## config.mk

```make
export PLATFORM = sky130hd
export DESIGN_NAME = kernel_buffer
export DESIGN_NICKNAME = d
export VERILOG_FILES = /design/src/rtl/kernel_buffer.sv
export SDC_FILE = /design/constraint.sdc
export NUM_CORES = 2
export LEC_CHECK = 0
export BUFFER_PORTS_ARGS = -buffer_cell sky130_fd_sc_hd__buf_2
export CAP_MARGIN = 10
export CORE_ASPECT_RATIO = 1.1
export CORE_MARGIN = 3
export CORE_UTILIZATION = 50
export CTS_BUF_LIST = sky130_fd_sc_hd__clkbuf_2 sky130_fd_sc_hd__clkbuf_4 sky130_fd_sc_hd__clkbuf_8
export DETAILED_ROUTE_END_ITERATION = 10
export HOLD_SLACK_MARGIN = 0.15
export PLACE_DENSITY = 0.65
export RECOVER_POWER = 100
export SLEW_MARGIN = 10
export SYNTH_ARGS = -nofsm -noshare
export SYNTH_HDL_FRONTEND = slang
export SYNTH_MEMORY_MAX_BITS = 65536
export SYNTH_SLANG_ARGS = --single-unit
```

## constraint.sdc

```tcl
create_clock -name clk -period 6.6 [get_ports clk]
set_input_delay 0.66 -clock clk [delete_from_list [all_inputs] [get_ports clk]]
set_output_delay 0.66 -clock clk [all_outputs]
set_load 0.01 [all_outputs]
```

## src/rtl/kernel_buffer.sv

```systemverilog
// kernel_buffer: packs a weight byte stream into kernel words and serves
// registered single-cycle reads to the convolution engine.
//
// Write handshake: a byte is transferred on a rising edge where
// wr_valid && wr_ready; wr_ready depends only on the FSM state (high in LOAD),
// never on wr_valid, so the producer may hold or drop wr_valid freely.
module kernel_buffer #(
  parameter int DATA_WIDTH  = 8,
  parameter int KERNEL_SIZE = 3,
  parameter int DEPTH       = 64,
  parameter int ADDR_WIDTH  = 6
) (
  input  logic                                       clk,
  input  logic                                       rst_n,
  input  logic                                       load_start,
  input  logic                                       wr_valid,
  output logic                                       wr_ready,
  input  logic [DATA_WIDTH-1:0]                      wr_data,
  output logic                                       load_done,
  output logic                                       loaded,
  input  logic                                       kernel_rd,
  input  logic [ADDR_WIDTH-1:0]                      kernel_addr,
  output logic [DATA_WIDTH*KERNEL_SIZE*KERNEL_SIZE-1:0] kernel_readdata,
  output logic                                       rd_err,
  output logic [1:0]                                 o_dbg_state
);

  localparam int NE = KERNEL_SIZE * KERNEL_SIZE;
  localparam int EW = $clog2(NE);
  localparam int WW = DATA_WIDTH * NE;

  typedef enum logic [1:0] {
    S_IDLE  = 2'd0,
    S_LOAD  = 2'd1,
    S_READY = 2'd2
  } state_t;

  state_t                r_state;
  state_t                w_next;
  logic [EW-1:0]         r_elem_cnt;
  logic [ADDR_WIDTH-1:0] r_word_ptr;
  logic [WW-1:0]         r_pack;
  logic [WW-1:0]         r_mem [0:DEPTH-1];

  logic                  w_accept;
  logic                  w_last_elem;
  logic                  w_last_word;
  logic                  w_word_wr;
  logic                  w_load_fin;
  logic                  w_rd_ok;
  logic [WW-1:0]         w_word;

  // Handshake and word-completion decode
  always_comb begin
    w_accept    = 1'b0;
    w_last_elem = 1'b0;
    w_last_word = 1'b0;
    w_word_wr   = 1'b0;
    w_load_fin  = 1'b0;
    w_rd_ok     = 1'b0;
    // The final lane is the top lane, so the completed word is the pack
    // register with its top lane replaced by the byte arriving now.
    w_word      = {wr_data, r_pack[WW-DATA_WIDTH-1:0]};
    w_accept    = (r_state == S_LOAD) && wr_valid && !load_start;
    w_last_elem = (r_elem_cnt == EW'(NE - 1));
    w_last_word = (r_word_ptr == ADDR_WIDTH'(DEPTH - 1));
    w_word_wr   = w_accept && w_last_elem;
    w_load_fin  = w_word_wr && w_last_word;
    w_rd_ok     = kernel_rd && (r_state == S_READY) && (32'(kernel_addr) < DEPTH);
  end

  // FSM state register
  always_ff @(posedge clk or negedge rst_n) begin
    if (!rst_n) r_state <= S_IDLE;
    else        r_state <= w_next;
  end

  // FSM next-state and state-decoded outputs
  always_comb begin
    w_next      = r_state;
    wr_ready    = 1'b0;
    loaded      = 1'b0;
    o_dbg_state = r_state;
    case (r_state)
      S_IDLE: begin
        if (load_start) w_next = S_LOAD;
      end
      S_LOAD: begin
        wr_ready = 1'b1;
        // A restart keeps the FSM in LOAD; the counters are cleared below.
        if (load_start)      w_next = S_LOAD;
        else if (w_load_fin) w_next = S_READY;
      end
      S_READY: begin
        loaded = 1'b1;
        if (load_start) w_next = S_LOAD;
      end
      default: w_next = S_IDLE;
    endcase
  end

  // Element/word counters and the lane pack register
  always_ff @(posedge clk or negedge rst_n) begin
    if (!rst_n) begin
      r_elem_cnt <= '0;
      r_word_ptr <= '0;
      r_pack     <= '0;
    end else if (load_start) begin
      r_elem_cnt <= '0;
      r_word_ptr <= '0;
    end else if (w_accept) begin
      if (w_last_elem) begin
        r_elem_cnt <= '0;
        r_word_ptr <= r_word_ptr + 1'b1;
      end else begin
        r_pack[r_elem_cnt*DATA_WIDTH +: DATA_WIDTH] <= wr_data;
        r_elem_cnt <= r_elem_cnt + 1'b1;
      end
    end
  end

  // Kernel storage write; contents are intentionally not reset
  always_ff @(posedge clk) begin
    if (w_word_wr) r_mem[r_word_ptr] <= w_word;
  end

  // One-cycle completion pulse for the last word of a load
  always_ff @(posedge clk or negedge rst_n) begin
    if (!rst_n) load_done <= 1'b0;
    else        load_done <= w_load_fin;
  end

  // Registered read port with error flag for rejected requests
  always_ff @(posedge clk or negedge rst_n) begin
    if (!rst_n) begin
      kernel_readdata <= '0;
      rd_err          <= 1'b0;
    end else begin
      rd_err <= kernel_rd && !w_rd_ok;
      if (w_rd_ok)
        kernel_readdata <= r_mem[kernel_addr];
      else if (kernel_rd && (r_state == S_READY))
        kernel_readdata <= '0;
    end
  end

endmodule

```

==> flow_summary.toml <==
[setup_path]
max_stage_delay_ns = 1.87
crit_chain = "inv_1 -> ha_1 -> and3b_1 -> and2_0 -> nand3_1 -> nor2_1 -> clkbuf_1"
slowest_stage = "clkbuf_1"
rrSetupSlack_ns = 1.04
endpoint = "r_mem[29][70]"
worstPathArrival_ns = 6.19
cp_data_required_time_ns = 7.23
critPathLaunchType = "flop"
crit_type = "reg -> reg"
cp_num_cells = 7
end_kind = "flop"
r2r-end = "r_mem[29][70]"
crit_family = "buffers and inverters"
rr_startpoint = "r_elem_cnt[0]"
setup.worst_path.start = "r_elem_cnt[0]"
cp_max_fo = 25
rr_worst_depth = 7
path_buf_inv = 2

[global_routing]
antenna_found_initial = 34
gr-usage-all-layers = 0.275
gr-total-overflow = 0
grt_pass1_wl_um = 727000
first_global_vias = 95700
grt_max_degree = 111

[synth]
synthesis.yosys.warnings = 0
syn-num-nets = 8888
ys_seq_area_frac = 0.778
yosys-top-cells-area = "edfxtp_1, mux2i_1, mux4_2"
yosysMostFrequentCell = "edfxtp_1"
synth-edff-count = 4608
syn_area_mm2 = 0.183
synthFlopType = "edfxtp_1"
yosysTopAreaCell = "edfxtp_1"
yosysTopAreaCellShare = 0.758
synthDistinctLibCells = 41
synthesis.instances = 8864
synth_common_cells = "edfxtp_1, mux2i_1, a22oi_1"
async_reset_ff_frac = 0.0315
syn_area_per_cell_um2 = 20.6
ys_seq_elements = 4758

[place]
pre_cts_slack_ns = 1.97
dpl_cell_area_mm2 = 0.190
numPortBuffers = 96
gp_congestion = 0.855
place_hpwl_um = 284000
dp.cells = 13600

[clock_tree]
cts_tree = "done"
clk_pin_slew_ns = 0.07
cts-htree-levels = 6
postCtsSetupBuffers = 0
cts.sinks = 4758
ctsResizeCount = 0
cts_root_buf = "clkbuf_8"
insertion_delay_ns = 1.12
clockBufferDepth = 4
cts_buffers = 704

[floorplanning]
ios = 97
die_area_mm2 = 0.372
core.rowCount = 232
coreArea_mm2 = 0.363
start_util = 0.502
fp.dieH_um = 640
die_w_um = 582

[drt]
route.detailed.drc = 0
num_vias = 94500
vias_per_cell = 6.37
drt_wl_total_um = 518000
first_pass_iters = 6
drtIter0Drc = 13000
wl_per_cell_um = 34.9
final_antenna_net_count = 0

[layout]
multi_input_area_mm2 = 0.0379
drive_gt1_frac = 0.196
nNetsFinal = 9505
area_growth_pct = 11.1
fin_area_mm2 = 0.203
fin_cells = 14800
regArea_mm2 = 0.142
fill_cells = 27300

[timing]
holdWs_ns = 0.265
rsz0062_at_grt = "false"
min_period_over_period = 0.842
fin_worst_skew_ns = 0.0899
finalCriticalPeriod_ns = 5.56
max_freq_ghz = 0.180
slew_headroom = -1.75
final_hold_viol_count = 0
setup_tns_ns = 0
setup_viol = 0
report.final.slew_viol_count = 8050
setup_ws_ns = 1.04
tightest_slew_ns = 4.13

[power]
ir_drop_mv = 0.163
cellPowerDensity_mw_per_mm2 = 292
power.leakage_nw = 66.8

[hold_path]
hold_class = "in -> reg"
hold_depth = 5

[status]
status = "finished with violations"
violations = "max-capacitance violations, max-slew violations"

[flow_run]
drv_cap = 182
## tightest hold or removal path, stage by stage
cell	delay [ns]
buf_8	0.17
mux2i_1	0.17
nand2_1	0.06
and3_1	0.14
a221o_1	0.11
## report_power, final
group	switching [W]	internal (W)
clock	0.0110	0.0124
combinational	0.00165	0.000664
sequential	0.000155	0.0333
total	0.0128	0.0464
## state kept, by name (all words and copies together), names as in the netlist
signal           cells
kernel_readdata     72
load_done            1
o_dbg_state          2
r_elem_cnt           4
r_mem             4608
r_pack              64
r_word_ptr           6
rd_err               1
## metrics by stage
stage | utilization | power [W]
final | 0.558 | 0.0592
after global routing | 0.558 | 0.0610
after CTS | 0.561 | 0.0595
after detailed placement | 0.523 | 0.0364
after global placement | 0.523 | 0.0363
after floorplan | - | 0.0354
## cell usage in the layout, fill, tap and decap left out, drive strengths merged
| cell | instances |
|---|---|
| mux2 | 48 |
| mux2i | 1441 |
| clkinv | 242 |
| or4 | 1 |
| or2 | 3 |
| o21ai | 14 |
| mux4 | 576 |
| inv | 19 |
| and3b | 2 |
| a21oi | 82 |
| and2 | 13 |
| and3 | 80 |
| nor4 | 1 |
| nor2b | 6 |
| nor3 | 2 |
| a22o | 9 |
| nor2 | 87 |
| nand3 | 297 |
| diode | 14 |
| nand4 | 75 |
| xnor2 | 2 |
| clkbuf | 1247 |
| nor3b | 1 |
| bufinv | 18 |
| xor2 | 1 |
| nand2 | 104 |
| clkinvlp | 18 |
| nand3b | 4 |
| dfrtp | 150 |
| buf | 141 |
| dlygate4sd3 | 5 |
| edfxtp | 4608 |
| a21o | 1 |
| ha | 5 |
| a221o | 72 |
| nand2b | 2 |
| or3 | 4 |
| or3b | 1 |
| and4bb | 1 |
| a22oi | 649 |
## area by class of cell
type / count / share of cell area
antenna: 14 / 0.000173
clock buffer: 966 / 0.0587
clock inverter: 291 / 0.00912
inverter: 6 / 0.000111
multi-input combinational: 3584 / 0.187
sequential: 4758 / 0.701
tap: 4797 / 0.0296
timing repair buffer: 427 / 0.0142
## worst min-delay path by stage
stage	slack, ns	to	start
5_1_grt	0.24	kernel_readdata[21]	kernel_addr[3]
3_3_place_gp	0.46	r_pack[24]	r_pack[24]
6_report	0.26	kernel_readdata[16]	kernel_addr[4]
4_1_cts	0.21	kernel_readdata[21]	kernel_addr[3]
3_5_place_dp	0.47	r_pack[31]	r_pack[31]
2_1_floorplan	0.36	kernel_readdata[0]	rst_n
## kinds of logic (layout without fill, tap and decap cells)
logic type / Yosys count / count (layout) / share of synthesized area
XOR/XNOR: 3 / 3 / 0.000144
flip-flops: 4758 / 4758 / 0.778
AO/OA/AOI/OAI: 827 / 827 / 0.0337
buffers and inverters: 522 / 1690 / 0.0153
multiplexers: 2065 / 2065 / 0.153
adder cells (fa/ha/maj): 5 / 5 / 0.000343
other: 0 / 14 / 0
AND/OR/NAND/NOR: 684 / 684 / 0.0190
## layer usage
layer | GRT usage | vias up | share of wire
li1 | - | 38100 | -
met1 | 0.366 | 49900 | 0.37
met2 | 0.442 | 5440 | 0.48
met3 | 0.0558 | 1060 | 0.098
met4 | 0.123 | 4 | 0.050
met5 | 0 | - | 0.000052
## timing repair
item	CTS	global route
setup endpoints to repair	0	0
hold endpoints to repair	61	0
hold buffers	6	0
(Power assumes the default switching activity.)
